===== src/rtl/cmp_pkg.sv =====
// Shared types for the window monitor: FSM state encoding and per-sample class.
package cmp_pkg;

  typedef enum logic [2:0] {
    NORMAL  = 3'd0,
    PEND_HI = 3'd1,
    PEND_LO = 3'd2,
    ALM_HI  = 3'd3,
    ALM_LO  = 3'd4
  } state_e;

  typedef enum logic [1:0] {
    CLS_IN    = 2'd0,
    CLS_ABOVE = 2'd1,
    CLS_BELOW = 2'd2
  } class_e;

  // Window edges are inside: only strict excursions classify as ABOVE/BELOW.
  function automatic class_e classify(input logic gt_hi, input logic lt_lo);
    if (gt_hi)      return CLS_ABOVE;
    else if (lt_lo) return CLS_BELOW;
    else            return CLS_IN;
  endfunction

endpackage


===== src/rtl/n_bit_comparator.sv =====
// Unsigned magnitude comparator producing a>b and a<b flags.
module n_bit_comparator #(
  parameter int n = 16
) (
  input  logic [n-1:0] a,
  input  logic [n-1:0] b,
  output logic         greater,
  output logic         lesser
);

  assign greater = (a > b);
  assign lesser  = (a < b);

endmodule


===== src/rtl/cmp_window_monitor.sv =====
// Window classifier with debounced, latched high/low alarms, entry pulse and
// saturating entry counter.
import cmp_pkg::*;

module cmp_window_monitor #(
  parameter int N        = 16,
  parameter int DEBOUNCE = 4,
  parameter int CNT_W    = 8
) (
  input  logic             clk,
  input  logic             rst_n,
  input  logic             in_valid,
  input  logic [N-1:0]     in_data,
  input  logic [N-1:0]     thr_hi,
  input  logic [N-1:0]     thr_lo,
  input  logic             clear,
  output logic             alarm_hi,
  output logic             alarm_lo,
  output logic             alarm_evt,
  output logic [CNT_W-1:0] evt_count,
  output logic             cfg_err
);

  localparam int                RUN_W   = $clog2(DEBOUNCE + 1);
  localparam logic [RUN_W-1:0]  RUN_MAX = RUN_W'(DEBOUNCE);

  logic above, below, cfg_bad;
  logic unused_hi_lt, unused_lo_gt, unused_cfg_lt;

  n_bit_comparator #(.n(N)) u_cmp_hi (
    .a(in_data), .b(thr_hi), .greater(above), .lesser(unused_hi_lt)
  );
  n_bit_comparator #(.n(N)) u_cmp_lo (
    .a(in_data), .b(thr_lo), .greater(unused_lo_gt), .lesser(below)
  );
  n_bit_comparator #(.n(N)) u_cmp_cfg (
    .a(thr_lo), .b(thr_hi), .greater(cfg_bad), .lesser(unused_cfg_lt)
  );

  state_e           state_q, state_d;
  logic [RUN_W-1:0] run_q, run_d, run_inc;
  logic [CNT_W-1:0] cnt_q, cnt_d;
  logic             alarm_hi_q, alarm_hi_d;
  logic             alarm_lo_q, alarm_lo_d;
  logic             evt_q, evt_d;
  logic             cfg_err_q, cfg_err_d;
  logic             accept, enter_hi, enter_lo;
  class_e           cls;

  assign cls     = classify(above, below);
  assign run_inc = run_q + 1'b1;
  // Stay frozen while the thresholds are bad and for the cycle they recover.
  assign accept  = in_valid && !cfg_bad && !cfg_err_q;

  always_comb begin
    state_d   = state_q;
    run_d     = run_q;
    cnt_d     = cnt_q;
    evt_d     = 1'b0;
    cfg_err_d = cfg_bad;
    enter_hi  = 1'b0;
    enter_lo  = 1'b0;

    if (clear) begin
      state_d = NORMAL;
      run_d   = '0;
      cnt_d   = '0;
    end else if (accept) begin
      case (state_q)
        NORMAL: begin
          if (cls == CLS_ABOVE) begin
            if (DEBOUNCE == 1) enter_hi = 1'b1;
            else begin state_d = PEND_HI; run_d = RUN_W'(1); end
          end else if (cls == CLS_BELOW) begin
            if (DEBOUNCE == 1) enter_lo = 1'b1;
            else begin state_d = PEND_LO; run_d = RUN_W'(1); end
          end
        end
        PEND_HI: begin
          if (cls == CLS_ABOVE) begin
            if (run_inc == RUN_MAX) enter_hi = 1'b1;
            else                    run_d = run_inc;
          end else if (cls == CLS_BELOW) begin
            state_d = PEND_LO; run_d = RUN_W'(1);
          end else begin
            state_d = NORMAL;  run_d = '0;
          end
        end
        PEND_LO: begin
          if (cls == CLS_BELOW) begin
            if (run_inc == RUN_MAX) enter_lo = 1'b1;
            else                    run_d = run_inc;
          end else if (cls == CLS_ABOVE) begin
            state_d = PEND_HI; run_d = RUN_W'(1);
          end else begin
            state_d = NORMAL;  run_d = '0;
          end
        end
        ALM_HI, ALM_LO: begin
          // Leaving an alarm needs an unbroken run of in-window samples.
          if (cls == CLS_IN) begin
            if (run_inc == RUN_MAX) begin state_d = NORMAL; run_d = '0; end
            else                    run_d = run_inc;
          end else begin
            run_d = '0;
          end
        end
        default: begin
          state_d = NORMAL;
          run_d   = '0;
        end
      endcase

      if (enter_hi || enter_lo) begin
        state_d = enter_hi ? ALM_HI : ALM_LO;
        run_d   = '0;
        evt_d   = 1'b1;
        cnt_d   = (&cnt_q) ? cnt_q : cnt_q + 1'b1;
      end
    end

    alarm_hi_d = (state_d == ALM_HI);
    alarm_lo_d = (state_d == ALM_LO);
  end

  always_ff @(posedge clk or negedge rst_n) begin
    if (!rst_n) begin
      state_q    <= NORMAL;
      run_q      <= '0;
      cnt_q      <= '0;
      evt_q      <= 1'b0;
      alarm_hi_q <= 1'b0;
      alarm_lo_q <= 1'b0;
      cfg_err_q  <= 1'b0;
    end else begin
      state_q    <= state_d;
      run_q      <= run_d;
      cnt_q      <= cnt_d;
      evt_q      <= evt_d;
      alarm_hi_q <= alarm_hi_d;
      alarm_lo_q <= alarm_lo_d;
      cfg_err_q  <= cfg_err_d;
    end
  end

  assign alarm_hi  = alarm_hi_q;
  assign alarm_lo  = alarm_lo_q;
  assign alarm_evt = evt_q;
  assign evt_count = cnt_q;
  assign cfg_err   = cfg_err_q;

endmodule


===== config.mk =====
export PLATFORM = sky130hd
export DESIGN_NAME = cmp_window_monitor
export DESIGN_NICKNAME = d
export VERILOG_FILES = /design/src/rtl/cmp_pkg.sv /design/src/rtl/n_bit_comparator.sv /design/src/rtl/cmp_window_monitor.sv
export SDC_FILE = /design/constraint.sdc
export NUM_CORES = 1
export LEC_CHECK = 0
export BUFFER_PORTS_ARGS = -buffer_cell sky130_fd_sc_hd__buf_4
export CAP_MARGIN = 20
export CORE_ASPECT_RATIO = 0.8
export CORE_MARGIN = 8
export CORE_UTILIZATION = 35
export DETAILED_ROUTE_END_ITERATION = 8
export GPL_ROUTABILITY_DRIVEN = 0
export GPL_TIMING_DRIVEN = 0
export PLACE_DENSITY = 0.53
export SLEW_MARGIN = 10
export SYNTH_ARGS = -nofsm -noshare
export SYNTH_HDL_FRONTEND = slang
export SYNTH_SLANG_ARGS = --single-unit

===== constraint.sdc =====
create_clock -name clk -period 2.8 [get_ports clk]
set_input_delay 0.7 -clock clk [delete_from_list [all_inputs] [get_ports clk]]
set_output_delay 0.7 -clock clk [all_outputs]
set_load 0.1 [all_outputs]

# After elaboration in Yosys (flattened, before gate mapping)
# Cells that the tools add are included.
dict set report totals {
  wordCells 79
  reg_bits 18
  inputBits 52
  output_inout_bits 12
}
dict set report classes {
  muxes 43
  reduce_logical 13
  add_sub_neg 2
  n_lt_le_gt_ge 3
  n_eq_ne 11
}
# operator count
set ops {}
lappend ops {{$mux 3} 20}
lappend ops {{$gt 16x16->1} 2}
lappend ops {{$mux 8} 4}
lappend ops {{$pmux 3 s4} 2}
lappend ops {{$lt 16x16->1} 1}
lappend ops {{$mux 1} 14}
lappend ops {{$eq 3x2->1 const B} 3}
lappend ops {{$eq 3x3->1 const B} 3}
lappend ops {{$add 8x1->8 const B} 1}
lappend ops {{$reduce_and 8->1} 1}
lappend ops {{$mux 2} 3}
lappend ops {{$ne 5x5->1 const B} 1}
lappend ops {{$reduce_bool 2->1} 2}
lappend ops {{$add 3x1->3 const B} 1}
lappend ops {{$eq 3x1->1 const B} 1}
lappend ops {{$logic_not 3->1} 1}
lappend ops {{$reduce_and 3->1} 1}
lappend ops {{$eq 2x1->1 const B} 1}
lappend ops {{$eq 2x2->1 const B} 1}
lappend ops {{$logic_and 1x1->1} 2}
lappend ops {{$logic_not 1->1} 2}
lappend ops {{$logic_not 2->1} 1}
lappend ops {{$ne 2x2->1 const B} 1}
lappend ops {{$reduce_and 2->1} 1}
lappend ops {{2 further kinds} 2}

# Longest topological paths before layout
# Gate-level depths: netlist of the first run.
dict set report logic_depth {
  depth_word 13
  mapped_depth 12
  depth_no_buf 10
}

# Hierarchy
# Synthesis of the first run repeated with hierarchy kept, for this count alone.
dict set report unflattened {
  hier_cells 315
  area_unflattened_um2 2487.4
}
# module seq_area_each_um2 area_per_inst_um2 cells_each instances
set by_module_without_submodules {}
lappend by_module_without_submodules {n_bit_comparator 0.0 430.4 60 3}
lappend by_module_without_submodules {cmp_window_monitor 450.4 1196.1 135 1}

# Least setup slack after synthesis of the first run
# Ideal clock, no wire load.
dict set report synth_timing {
  path_kind {input-to-reg}
  startpoint {input port thr_hi[14]}
  endpoint {register cnt_q[5] (netlist: evt_count[5])}
  setup_time_ns 0.078
  path_slack_ns -0.234
  required_ns 2.722
  arrival_time_ns 2.957
  cell_stages 11
  n_path_buf 1
  path_cell_list {inv_1 ha_1 a21oi_2 nand2_1 a221o_1 o31a_1 nor3_4 o211ai_2 buf_6 or3_1 a21oi_1}
}
dict set report synth_between {
  elab_chain_len 10
  word_cells_on_any_way 20
  cone_classes {order compare: 2; eq/ne: 2; mux: 9; reduce/logical: 7}
}
# item line_no
set synth_rtl {}
lappend synth_rtl {{from (decl)} cmp_window_monitor.sv:14} ;# input logic [N-1:0] thr_hi,
lappend synth_rtl {{$gt 16x16->1} n_bit_comparator.sv:11} ;# assign greater = (a > b);
lappend synth_rtl {{$mux 2} cmp_pkg.sv:20} ;# if (gt_hi) return CLS_ABOVE;
lappend synth_rtl {{$eq 2x1->1 / $eq 2x2->1 (equally long branches)} {cmp_window_monitor.sv:80, cmp_window_monitor.sv:90}}
lappend synth_rtl {{$mux 1, on equally long branches} {cmp_window_monitor.sv:80, cmp_window_monitor.sv:90}}
lappend synth_rtl {{$mux 1} cmp_window_monitor.sv:69} ;# case (state_q)
lappend synth_rtl {{$mux 1} cmp_window_monitor.sv:68} ;# end else if (accept) begin
lappend synth_rtl {{$mux 1} cmp_window_monitor.sv:64} ;# if (clear) begin
lappend synth_rtl {{$logic_or 1x1->1} cmp_window_monitor.sv:114} ;# if (enter_hi || enter_lo) begin
lappend synth_rtl {{$reduce_bool 2->1 (no line)} n/a}
lappend synth_rtl {{$reduce_and 3->1 (no line) *} n/a}
lappend synth_rtl {{to (signal assigned)} cmp_window_monitor.sv:138} ;# cnt_q <= cnt_d;
lappend synth_rtl {{to (decl)} cmp_window_monitor.sv:42} ;# logic [CNT_W-1:0] cnt_q, cnt_d;
# Every way passes the cells marked *; elsewhere a longest branch is shown, timed or not. The select of a mux whose other input is x is not followed.
# A chain may end at the register's enable or synchronous reset.

# Worst setup path after layout of the first run
dict set report layout_timing {
  startpoint {input port in_data[11]}
  endpoint {register cnt_q[4] (netlist: evt_count[4])}
}
dict set report layout_between {
  elab_chain_len 11
  word_cells_on_any_way 17
  cone_classes {order compare: 2; eq/ne: 2; mux: 10; reduce/logical: 3}
}
# item line_no
set layout_rtl {}
lappend layout_rtl {{from (decl)} cmp_window_monitor.sv:13} ;# input logic [N-1:0] in_data,
lappend layout_rtl {{$lt 16x16->1} n_bit_comparator.sv:12} ;# assign lesser = (a < b);
lappend layout_rtl {{$mux 2} cmp_pkg.sv:21} ;# else if (lt_lo) return CLS_BELOW;
lappend layout_rtl {{$mux 2 *} cmp_pkg.sv:20}
lappend layout_rtl {{$eq 2x1->1 / $eq 2x2->1 (equally long branches)} {cmp_window_monitor.sv:80, cmp_window_monitor.sv:90}}
lappend layout_rtl {{$mux 1, on equally long branches} {cmp_window_monitor.sv:80, cmp_window_monitor.sv:90}}
lappend layout_rtl {{$mux 1} cmp_window_monitor.sv:69}
lappend layout_rtl {{$mux 1} cmp_window_monitor.sv:68}
lappend layout_rtl {{$mux 1} cmp_window_monitor.sv:64}
lappend layout_rtl {{$logic_or 1x1->1 *} cmp_window_monitor.sv:114}
lappend layout_rtl {{$reduce_bool 2->1 (no line) *} n/a}
lappend layout_rtl {{$reduce_and 3->1 (no line) *} n/a}
# Marked as above.

==> results.json, run 1 <==
{
  "clk_path_buf_depth": 2,
  "core_area_mm2": 0.00631,
  "synth_common_cells": "52 x ha_1, 38 x inv_1, 27 x a21oi_1, 23 x nand2_1, 19 x o21ai_0",
  "slew_viol_final": 0,
  "synth_cells": 277,
  "critPathMaxStageDelay_ps": 360,
  "clk_latency_ps": 250,
  "r2r_start": "run_q[0]",
  "crit_path_start": "in_data[11]",
  "timing.reg2reg.setup_slack_ps": 480,
  "drc": 0,
  "ys_types": 48,
  "synth_area_leaders": "ha_1 29%, dfrtp_1 20%, inv_1 6.3%",
  "clk_root_buffer_cell": "clkbuf_8",
  "vias": 2274,
  "leakagePower_uw": 0.00161,
  "grt_pass1_wl_um": 11100,
  "endpoint_kind": "flip-flop",
  "crit_buf_inv": 2,
  "layout-drive-gt1-share_pct": 39.2,
  "antenna_found_initial": 0,
  "ios": 64,
  "max_slew.worst_pin.slew_ps": 522,
  "yosysWarnings": 0,
  "cpMostUsedCell": "nor4_4",
  "fin_crit_sh_pct": 104,
  "die_x_um": 106,
  "crit_type": "input pin to flip-flop",
  "yosysMostFrequentCell": "ha_1",
  "ys_async_sr_fraction_pct": 100,
  "rsz0062_at_grt": "yes",
  "cts_max_level": 1,
  "violations": "negative setup slack",
  "crit_arrival_ps": 3080,
  "overflow": 0,
  "clock_sinks": 18,
  "final-setup-viol-count": 10,
  "relSlewSlack_pct": 65.2,
  "synthesis.nets": 381,
  "ys.flop_type": "dfrtp_1",
  "cp_slowest_cell": "nor4_4",
  "antenna_left": 0,
  "fmax_ghz": 0.344,
  "floorplan.initialDensity_pct": 35.7,
  "drt_iter0_drc": 120,
  "synthesis.area_mm2": 0.00225,
  "die_height_um": 87.8,
  "ys_seq_elements": 18,
  "dp.cells": 424,
  "cp_max_fo": 5,
  "final_net_count": 470,
  "fin_crit_ps": 2900,
  "cts_made_buffers": 3,
  "synth_area_leader_cell": "ha_1",
  "skew_ps": 1.52,
  "drt-wirelength-per-cell_um": 14.5,
  "clk_pin_slew_ps": 70,
  "cp.depth": 11,
  "setup.worst_path.start_class": "input pin",
  "grt_usage_pct": 14.2,
  "outcome": "finished with violations",
  "ys_seq_area_share_pct": 20.0,
  "timing.hold.ws_ps": 306,
  "required_ps": 2980,
  "grt_max_degree": 19,
  "hold_viol": 0,
  "row_count": 26,
  "yosys.area.top_type_share_pct": 28.9,
  "wl_um": 6530,
  "portBuffers": 63,
  "antenna_cells": 0,
  "worstSetupEndpoint": "evt_count[4]",
  "cts_tree": "done",
  "crit_chain": "buf_8 -> ha_4 -> nand4_1 -> nor4_4 -> a21boi_4 -> o31ai_4 -> nor4_4 -> o211ai_2 -> buf_6 -> or3_1 -> a21oi_2",
  "ir_worst_vdd_uv": 149,
  "viasPerCell": 5.06,
  "die_area_mm2": 0.00927,
  "critPathTopFamily": "simple AND/OR/NAND/NOR gates",
  "first_global_vias": 2310,
  "power.density_mw_per_mm2": 262,
  "reg2regPathDepth": 8,
  "rr_endpoint": "evt_count[4]",
  "cap_viol_max_count": 0,
  "dr.pass1.iters": 4,
  "synth_enable_flop_cells": 0,
  "final_cells": 449,
  "hp-class": "input pin to asynchronous set/reset pin",
  "worst_slack_ps": -103,
  "area_delta_synth_final_pct": 51.5,
  "dpl.hpwl_um": 5340,
  "syn_area_per_cell_um2": 8.13
}
## where the power goes
part | total, uW | internal, uW | switching, uW
combinational | 408 | 199 | 209
clock | 212 | 125 | 87.6
sequential | 272 | 267 | 5.19
total | 892 | 590 | 302
## stage by stage
step	power (uW)	area [um^2]	utilization (%)	setup slack, ps	setup TNS, ps
floorplan	486	2430	-	-45.2	-63.4
global placement	620	3010	47.6	-529	-6080
detailed placement	623	3010	47.6	-539	-6260
CTS	862	3250	51.6	-49.6	-131
global route	961	3410	54.1	-268	-2350
finish	892	3410	54.1	-103	-637
## kinds of logic after synthesis
family | share of synthesized area (%)
buf+inv | 7.72
mux | 1.78
flops | 20.0
xor+xnor | 0.778
fa+ha+maj | 28.9
compound gates | 19.2
simple gates | 21.6
## final cells by class
cell class / count / area [um^2]
tap: 84 / 105
timing repair buffer: 85 / 694
fill: 598 / 2900
buffer: 5 / 26.3
inverter: 38 / 178
sequential: 18 / 450
clock buffer: 4 / 55.1
multi-input combinational: 215 / 1900
## worst reg2reg max path: cells and delay by family (launching register included)
family / cells / cell delay [ps]
AO/OA/AOI/OAI: 2 / 310
AND/OR/NAND/NOR: 2 / 720
flip-flops: 1 / 400
adder cells (fa/ha/maj): 2 / 500
buffers and inverters: 2 / 310
## sequential cells by signal, indices dropped and copies added (netlist names)
name,count
alarm_hi,1
state_q,3
evt_count,8
alarm_lo,1
alarm_evt,1
run_q,3
cfg_err,1
## repair_timing
action | 4_1_cts | 5_1_grt
setup buffers | 11 | 11
pin swaps | 14 | 15
cloned | 1 | 0
resized for setup | 26 | 21
endpoints found under the setup margin | 15 | 17
hold buffers | 0 | 0
## worst min-delay path by stage
stage,startpoint,to,slack [ps],cells after the start
global placement,run_q[2],run_q[2],510,1
CTS,rst_n,evt_count[5],310,1
global route,rst_n,evt_count[5],320,1
finish,rst_n,evt_count[5],310,1
floorplan,rst_n,alarm_evt,400,0
detailed placement,run_q[1],run_q[1],500,1
## layout by cell type (no fill, tap or decap), types with 7 or more instances in the layout
master,count
inv_1,27
inv_4,7
a21oi_1,22
buf_4,72
nand2_1,21
o21ai_0,14
ha_1,41
nor2_1,12
ha_4,11
dfrtp_1,18
buf_6,12
nand3_1,14
## layer usage
layer	up-vias	GRT usage, %	part of all wire, %
met5	-	0	0
met4	0	1.53	0.28
met3	2	3.68	6.2
met2	51	22.1	43
met1	1038	19.8	51
li1	1183	-	-
No activity file was read; power rests on OpenSTA's default activity.
==> run 2, diff against run 1 <==
--- a/config.mk
+++ b/config.mk
@@ -10,6 +10,7 @@
 export CORE_ASPECT_RATIO = 0.8
 export CORE_MARGIN = 8
 export CORE_UTILIZATION = 35
+export CTS_BUF_LIST = sky130_fd_sc_hd__clkbuf_4
 export DETAILED_ROUTE_END_ITERATION = 8
 export GPL_ROUTABILITY_DRIVEN = 0
 export GPL_TIMING_DRIVEN = 0
==> run 2 against run 1 <==
The flow still finishes with violations (negative setup slack). Die area unchanged. Sequential power hardly changed. Count of clock-buffer cells in the layout fell by 1. Global-route usage decreased by 0.14 points. Flip-flop and latch count unchanged. First-iteration DRC count is 27% lower. Utilization down 1.6 points. Critical endpoint is now evt_count[7].
==> results.json, run 2 (synthesized netlist as in run 1, its figures left out) <==
{
  "largest_reg_flops": 8,
  "endpoint_kind": "flip-flop",
  "violations": "negative setup slack",
  "dp.cells": 424,
  "layout-drive-gt1-share_pct": 37.8,
  "antenna_left": 0,
  "grt_max_degree": 19,
  "skew_ps": 5.42,
  "final_net_count": 465,
  "core_area_mm2": 0.00631,
  "viasPerCell": 5.09,
  "multiInputGateArea_mm2": 0.00189,
  "drc": 0,
  "hold_viol": 0,
  "cap_viol_max_count": 0,
  "cts_tree": "done",
  "antenna_cells": 0,
  "final_cells": 444,
  "slew_viol_final": 0,
  "clock_sinks": 18,
  "overflow": 0,
  "power.density_mw_per_mm2": 240,
  "drt-wirelength-per-cell_um": 14.6,
  "die_area_mm2": 0.00927,
  "portBuffers": 63,
  "mostFrequentLayoutCells": "71 x buf_4, 41 x ha_1, 27 x inv_1, 22 x nand2_1, 21 x a21oi_1",
  "floorplan.initialDensity_pct": 35.7,
  "timing.hold.ws_ps": 250,
  "cp_max_fo": 5,
  "antenna_found_initial": 0,
  "first_global_vias": 2280,
  "final-setup-viol-count": 6,
  "wl_um": 6500,
  "clk_path_buf_depth": 2,
  "nFillCells": 610,
  "row_count": 26,
  "drt_iter0_drc": 88,
  "r2r_start": "run_q[0]",
  "power.total_uw": 796,
  "fmax_ghz": 0.350,
  "crit_path_start": "thr_hi[11]",
  "clk_root_buffer_cell": "clkbuf_4",
  "die_height_um": 87.8,
  "die_x_um": 106,
  "cts_max_level": 1,
  "fin_crit_sh_pct": 102,
  "crit_arrival_ps": 3090,
  "setup.worst_path.start_class": "input pin",
  "relSlewSlack_pct": 64.7,
  "vias": 2258,
  "outcome": "finished with violations",
  "ir_worst_vdd_uv": 131,
  "hp-class": "input pin to asynchronous set/reset pin",
  "clk_latency_ps": 300,
  "crit_type": "input pin to flip-flop",
  "fin_crit_ps": 2860,
  "dr.pass1.iters": 4,
  "register_area_um2": 450,
  "tns_ps": -217,
  "dpl.hpwl_um": 5340,
  "worst_slack_ps": -57.0,
  "required_ps": 3030,
  "final_common_cell": "buf_4",
  "cts_made_buffers": 3,
  "clk_pin_slew_ps": 110,
  "grt_pass1_wl_um": 11000,
  "area_delta_synth_final_pct": 47.0,
  "max_slew.worst_pin.slew_ps": 529,
  "leakagePower_uw": 0.00156,
  "grt_usage_pct": 14.0,
  "rsz0062_at_grt": "yes",
  "ios": 64,
  "final_util_pct": 52.5
}
## run 2: cell types whose count changed in the layout (fill, tap and decap cells not counted), moves of 2 or more
cell and change:
clkbuf_8 -4, buf_8 -2, a21oi_2 +2, clkbuf_4 +3, buf_6 -2
## run 2: final timing paths
path | slack (ps) | cells past startpoint | end
setup reg to reg | 530 | 8 | evt_count[7]
hold / removal | 250 | 1 | evt_count[5]
setup / recovery | -60 | 12 | evt_count[7]
hold reg to reg | 530 | 1 | run_q[1]
min in group clk | 530 | 1 | run_q[1]
max in group asynchronous | 2350 | 1 | alarm_hi
## run 2: timing repair
item | CTS | global route
pin swaps | 14 | 15
hold buffers | 0 | 0
gates resized for setup | 22 | 16
setup endpoints to repair | 13 | 17
endpoints found under the hold margin | 0 | 0
gates cloned | 1 | 0
buffers inserted | 9 | 8
## run 2: where the power goes
part,total (uW),internal [uW],switching [uW]
registers,271,266,4.49
clock network,135,51.9,83.6
logic,389,185,204
## run 2: area by class of cell
cell class                      count  share of cell area, %
Inverter                           38                   5.29
Buffer                              5                  0.794
Timing Repair Buffer               80                   19.2
Sequential cell                    18                   13.6
Multi-Input combinational cell    215                   57.2
Clock inverter                      1                  0.113
Tap cell                           84                   3.17
Clock buffer                        3                  0.680
## run 2: critical path: stages
cell and delay [ps]:
buf_6 70, inv_4 30, ha_4 260, nand4_1 180, nor4_4 380, nand4_1 200, o31a_1 230, nor3_4 230
o211ai_2 160, buf_6 160, or3_4 360, a21oi_2 130
## run 2: layer usage
metal	up-vias	track usage, %	wire length [um]
li1	1168	-	-
met1	1042	19.9	3300
met2	48	21.8	2860
met3	0	3.31	345
met4	0	1.15	0
met5	-	0	0
## run 2: stage by stage
| stage | area, um^2 | setup slack (ps) |
|---|---|---|
| 3_5_place_dp | 3010 | -539 |
| 4_1_cts | 3190 | -54.0 |
| 2_1_floorplan | 2430 | -45.2 |
| 5_1_grt | 3310 | -203 |
| 3_3_place_gp | 3010 | -529 |
| 6_report | 3310 | -57.0 |
